--- src/rtl/topk_stream_sorter.sv ---
// Streaming top-K selector: parallel compare-and-swap cells keep the K best samples sorted, then drain them.
// Optional TOPK_DEDUP_EN: samples equal to an occupied cell are accepted but not inserted.
module topk_stream_sorter #(
    parameter int DATA_W  = 16,
    parameter int K       = 8,
    parameter int DESCEND = 1
) (
    input  logic                      clk,
    input  logic                      rst,
    input  logic [DATA_W-1:0]         in_data,
    input  logic                      in_valid,
    input  logic                      in_last,
    output logic                      in_ready,
    output logic [DATA_W-1:0]         out_data,
    output logic                      out_valid,
    output logic                      out_last,
    input  logic                      out_ready,
    output logic [$clog2(K+1)-1:0]    out_count
);

    localparam int CNT_W = $clog2(K+1);

    typedef enum logic {FILL, DRAIN} state_t;

    state_t                   state_q, state_d;
    logic signed [DATA_W-1:0] val_q [K];
    logic signed [DATA_W-1:0] val_d [K];
    logic [K-1:0]             occ_q, occ_d;

    logic signed [DATA_W-1:0] prev_val [K];
    logic signed [DATA_W-1:0] next_val [K];
    logic [K-1:0]             prev_occ, next_occ;
    logic signed [DATA_W-1:0] sample;
    logic                     dup;
    logic                     ins_en;
    logic                     new_fits;
    logic                     prev_beaten;
    logic                     above_ok;

    function automatic logic beats(input logic signed [DATA_W-1:0] a,
                                   input logic signed [DATA_W-1:0] b);
        if (DESCEND != 0) return a > b;
        else              return a < b;
    endfunction

    assign sample = in_data;

    // Neighbour views of the cell array: prev feeds insertion shifts, next feeds drain shifts.
    always_comb begin
        prev_val[0] = '0;
        next_val[K-1] = '0;
        for (int i = 1; i < K; i++) prev_val[i] = val_q[i-1];
        for (int i = 0; i < K-1; i++) next_val[i] = val_q[i+1];
        prev_occ = {occ_q[K-2:0], 1'b0};
        next_occ = {1'b0, occ_q[K-1:1]};
    end

    always_comb begin
        dup = 1'b0;
        for (int i = 0; i < K; i++) begin
            if (occ_q[i] && (val_q[i] == sample)) dup = 1'b1;
        end
    end

    always_comb begin
        state_d     = state_q;
        occ_d       = occ_q;
        val_d       = val_q;
        in_ready    = 1'b0;
        out_valid   = 1'b0;
        out_last    = 1'b0;
        out_data    = '0;
        ins_en      = 1'b0;
        new_fits    = 1'b0;
        prev_beaten = 1'b0;
        above_ok    = 1'b0;
        case (state_q)
            FILL: begin
                in_ready = 1'b1;
                if (in_valid) begin
`ifdef TOPK_DEDUP_EN
                    ins_en = !dup;
`else
                    ins_en = 1'b1;
`endif
                    if (ins_en) begin
                        // Strict compare places a new sample after equal values (stable ties).
                        for (int i = 0; i < K; i++) begin
                            new_fits    = !occ_q[i] || beats(sample, val_q[i]);
                            prev_beaten = prev_occ[i] && beats(sample, prev_val[i]);
                            above_ok    = (i == 0) || (prev_occ[i] && !beats(sample, prev_val[i]));
                            if (new_fits && above_ok) begin
                                val_d[i] = sample;
                                occ_d[i] = 1'b1;
                            end else if (prev_beaten) begin
                                val_d[i] = prev_val[i];
                                occ_d[i] = 1'b1;
                            end
                        end
                    end
                    if (in_last) state_d = DRAIN;
                end
            end
            DRAIN: begin
                out_valid = occ_q[0];
                out_last  = occ_q[0] && !occ_q[1];
                out_data  = val_q[0];
                if (out_valid && out_ready) begin
                    for (int i = 0; i < K; i++) val_d[i] = next_val[i];
                    occ_d = next_occ;
                    if (out_last) state_d = FILL;
                end
                // An empty array cannot produce out_last, so never sit in DRAIN with nothing to send.
                if (!occ_q[0]) state_d = FILL;
            end
            default: state_d = FILL;
        endcase
    end

    always_comb begin
        out_count = '0;
        for (int i = 0; i < K; i++) out_count = out_count + CNT_W'(occ_q[i]);
    end

    always_ff @(posedge clk or posedge rst) begin
        if (rst) begin
            state_q <= FILL;
            occ_q   <= '0;
            for (int i = 0; i < K; i++) val_q[i] <= '0;
        end else begin
            state_q <= state_d;
            occ_q   <= occ_d;
            for (int i = 0; i < K; i++) val_q[i] <= val_d[i];
        end
    end

endmodule
--- config.mk ---
export PLATFORM = sky130hd
export DESIGN_NAME = topk_stream_sorter
export DESIGN_NICKNAME = d
export VERILOG_FILES = /design/src/rtl/topk_stream_sorter.sv
export SDC_FILE = /design/constraint.sdc
export NUM_CORES = 1
export LEC_CHECK = 0
export ABC_AREA = 1
export BUFFER_PORTS_ARGS = -buffer_cell sky130_fd_sc_hd__buf_4
export CAP_MARGIN = 20
export CORE_MARGIN = 2
export CORE_UTILIZATION = 33
export DETAILED_ROUTE_END_ITERATION = 8
export GPL_TIMING_DRIVEN = 0
export HOLD_SLACK_MARGIN = 0.12
export PLACE_DENSITY = 0.55
export SYNTH_ARGS = -nofsm -noshare
export SYNTH_HDL_FRONTEND = slang
export SYNTH_SLANG_ARGS = --single-unit
--- constraint.sdc ---
create_clock -name clk -period 5.06 [get_ports clk]
set_clock_uncertainty 0.2 [all_clocks]
set_input_delay 0.506 -clock clk [delete_from_list [all_inputs] [get_ports clk]]
set_output_delay 0.506 -clock clk [all_outputs]
set_load 0.05 [all_outputs]
Yosys cells after proc, flatten, opt, wreduce, memory -nomap -nowiden
Cells that the tools add are included. W data, S select, Z words.

Register bits: 137. Latch bits: 0. RAM bits: 0. Bits in read-only memories: 0. Input bits: 21. Output and inout port bits: 23. Word-level logic and storage cells: 159. Memories kept: 0.

Add/sub/neg operators: 7. Multiply operators: 0. Divide/modulo/power cells: 0. Magnitude comparators: 8. Eq/ne operators: 10. Shift operators: 0. Mux-type cells: 62. Bitwise logic cells: 1. Reduce and logical (&&, ||, !) cells: 54.

Operator list (count): $mux W128 (2); $mux W16 (16); $pmux W128 S2 (1); $gt A16 B16 Y1 (8); $mux W1 (39); $reduce_and A3 Y1 (8); $logic_and A1 B1 Y1 (23); $ne A3 B3 Y1 const B (7); $add A4 B1 Y4 (4); $mux W8 (2); $pmux W8 S2 (1); $logic_not A1 Y1 (15); $logic_or A1 B1 Y1 (8); $add A3 B1 Y4 (1); $ne A2 B2 Y1 const B (2); $add A2 B1 Y3 (1); $add A1 B1 Y2 (1); $ne A2 B1 Y1 const B (1); $pmux W1 S2 (1); $not A1 Y1 (1).

Depth between registers and ports, before layout
Depth in word-level cells: 9. Mapped depth: 23. Mapped depth without buffers: 21.

Worst setup path after synthesis
OpenSTA, ideal clock, no wires.

Kind: flip-flop to output port. Start point: register occ_q[0]. End point: output out_count[2]. Data arrival time: 3286 ps. Data required time: 4354 ps. Path slack: 1068 ps. Stages on the path, launching flop included: 9. Path buffers: 0. Cells stage by stage: dfrtp_1 -> fa_1 -> inv_1 -> fa_1 -> fa_1 -> inv_1 -> ha_1 -> fa_1 -> xor2_1.

Longest elaborated chain between the ends: 7.

RTL lines: from (decl) (line 28) `logic [K-1:0] occ_q, occ_d;`; from (signal assigned) (line 128) `occ_q <= '0;`; from (signal assigned) (line 132) `occ_q <= occ_d;`; $add A1 B1 Y2 (line 122) `for (int i = 0; i < K; i++) out_count = out_count + CNT_W'(occ_q[i]);`; $add A2 B1 Y3 (line 122); $add A3 B1 Y4 (line 122); $add A4 B1 Y4 (4 in a row) (line 122); to (decl) (line 18) `output logic [$clog2(K+1)-1:0] out_count`.

No other way between the ends.

Final worst setup path
Start point: register state_q. End point: output in_ready.

Longest elaborated chain between the ends: 1.

RTL lines: from (decl) (line 25) `state_t state_q, state_d;`; from (signal assigned) (line 131) `state_q <= state_d;`; $mux W1 (line 77) `case (state_q)`; to (decl) (line 13) `output logic in_ready,`.

No other way between the ends.

==> impl_metrics.yaml <==
grt:
  globalRouteMet3Util: 0.0187
  use_met2: 0.344
  grt_pass1_vias: 11500
  antenna_found_initial: 0
  overflow: 0
  grt_max_degree: 80
  grt_busiest_layer: "met2"
  use_met1: 0.301
  grt_pass1_wl_mm: 62.9
  grtUsageTotal: 0.212
floorplan:
  pin_count: 44
  rows: 70
  dieArea_um2: 38100
  die_w_um: 195
  die-height_um: 195
  start_util: 0.332
  coreArea_um2: 36300
sta:
  hold_violations: 0
  drv_slew: 0
  tightest_slew_ns: 0.818
  fmax_mhz: 236
  tns_ns: 0
  period_minus_slack_ns: 4.23
  setup_viol: 0
  rsz0062_at_grt: "no"
  layout_worst_path_cycle_share: 0.837
  whs_ns: 0.134
  slew_headroom: 0.455
drt:
  drt_iter0_markers: 739
  routed_via_density: 4.95
  post_drt_wl_per_cell_um: 16.3
  vias: 12100
  route.detailed.drc: 0
  drt-total-wl_mm: 39.6
  antenna_left: 0
  dr.pass1.iters: 5
clocking:
  cts-hold-fix-buffers: 2
  ctsResizeCount: 0
  post_cts_buffers: 0
  cts.path.max_buffers: 2
  cts-root-buf: "clkbuf_16"
  clk_pin_slew_ns: 0.06
  htree_levels: 4
  numClockSinks: 137
  cts_tree: "yes"
  numCtsBuffers: 17
  clk_latency_ns: 0.43
finish:
  drive_gt1_frac: 0.0833
  fin_nets: 2113
  syn_to_final_growth_pct: 12.9
  diodes: 0
job:
  drv_cap: 0
hold_path:
  hp-class: "in2reg"
setup_path:
  critical_path.endpoint_type: "primary output"
  path_class: "reg2out"
  max_stage_delay_ns: 0.67
  r2r-start: "state_q"
  cp_common_cell: "clkbuf_1"
  ff2ff_setup_slack_ns: 1.66
  reg2reg_depth: 8
  r2r-end: "next_val[63]"
  crit_chain: "clkbuf_1, inv_1, clkbuf_1, clkbuf_1, clkbuf_1, buf_4"
  arrival_ns: 3.53
  critPathMaxFanout: 10
  critPathLaunchType: "flop"
  crit_start: "state_q"
  critPathSlowestCell: "clkbuf_1"
  cp.required_ns: 4.35
  endpoint: "in_ready"
placed_design:
  gp_congestion: 0.859
  dp_hpwl_mm: 32.2
  io_buffer_count: 42
synthesis:
  syn-instance-count: 1892
  syn-cell-area_um2: 12100
  synth_fp_nets: 2049
  ys_warn_count: 0
  yosysSeqAreaShare: 0.284
  synth-seq-cells: 137
  avgSynthCellArea_um2: 6.38
  ys_types: 36
run_status:
  status: "completed"
==> how the worst min path moves through the flow <==
stage	depth (start not counted)	end	start	slack, ns
finish	2	state_q	in_valid	0.13
global route	2	state_q	in_valid	0.13
CTS	2	state_q	in_valid	0.13
detailed placement	2	next_val[25]	next_val[25]	0.29
global placement	2	occ_q[7]	occ_q[7]	0.29
floorplan	2	occ_q[7]	occ_q[7]	0.27
==> worst max-delay path, delay by kind of cell (launching register included) <==
family	cells	cell delay, ns
buffers and inverters	6	2.71
DFF	1	0.38
==> cells by family (layout without fill, tap and decap cells) <==
group,after synthesis,after routing,synth area share
AOI/OAI and AO/OA,115,115,0.0540
xor gates and xnor gates,1,1,0.000726
adders and majority gates,136,136,0.143
buffers and inverters,303,380,0.104
DFF,137,137,0.284
and+or+nand+nor,1200,1200,0.414
==> cell usage after synthesis (all sizes together) <==
cell | number | share of area
a22oi | 6 | 0.0041
clkinv | 1 | 0.00031
inv | 214 | 0.067
dfrtp | 137 | 0.28
clkbuf | 52 | 0.017
nor2 | 245 | 0.080
a21o | 7 | 0.0044
ha | 132 | 0.14
xor2 | 1 | 0.00073
nand3 | 239 | 0.099
a31o | 1 | 0.00073
o21bai | 1 | 0.00062
buf | 36 | 0.020
fa | 4 | 0.0066
o21a | 1 | 0.00062
o21ai | 48 | 0.022
nand2 | 696 | 0.22
nor3 | 6 | 0.0037
nand3b | 1 | 0.00062
nand4 | 13 | 0.0067
a21oi | 51 | 0.021
==> per-stage QoR <==
step / area [um^2] / cells / setup WS (ns) / util
final: 13600 / 2437 / 0.827 / 0.375
after detailed placement: 13000 / 2403 / 1.24 / 0.358
after floorplan: 12100 / 1892 / 0.686 / -
after global placement: 13000 / 2402 / -1.55 / 0.357
after global routing: 13600 / 2437 / 0.763 / 0.375
after CTS: 13600 / 2437 / 0.872 / 0.375
==> cells in the final DEF (no fill, tap or decap), types with 5 or more instances in the layout <==
master     count
ha_1         132
nand2_1      676
nor2_4         5
clkbuf_16     17
clkbuf_1      42
clkbuf_2      10
a21oi_1       50
a21o_1         7
nor2_2         5
inv_1        211
a22oi_1        5
nand2_2       13
o21ai_0       42
dfrtp_1      137
nand4_1       13
nor2_1       235
inv_6          5
nand3_1      239
nand2_4        7
buf_4         46
buf_6          8
buf_2         23
==> registers in the layout, summed over array words and instances (netlist names) <==
signal / cells
next_val: 112
prev_val: 16
occ_q: 8
state_q: 1
==> per-layer routing <==
layer  share of wire  up-vias  routed length (um)
met5               0        -                   0
met4           0.020        0                 785
met3           0.034       43                1350
met2            0.45      253               17700
met1            0.50     5677               19800
li1                -     6078                   -
==> area by class of cell <==
class,instances,area [um^2]
Multi-Input combinational cell,1452,7390
Fill cell,3934,22700
Inverter,215,812
Clock buffer,20,467
Tap cell,468,586
Buffer,88,447
Sequential cell,137,3430
Clock inverter,12,136
Timing Repair Buffer,45,363
Power is not shown: default switching activity piles up to over one toggle a cycle in this logic, so the estimate is an artifact.
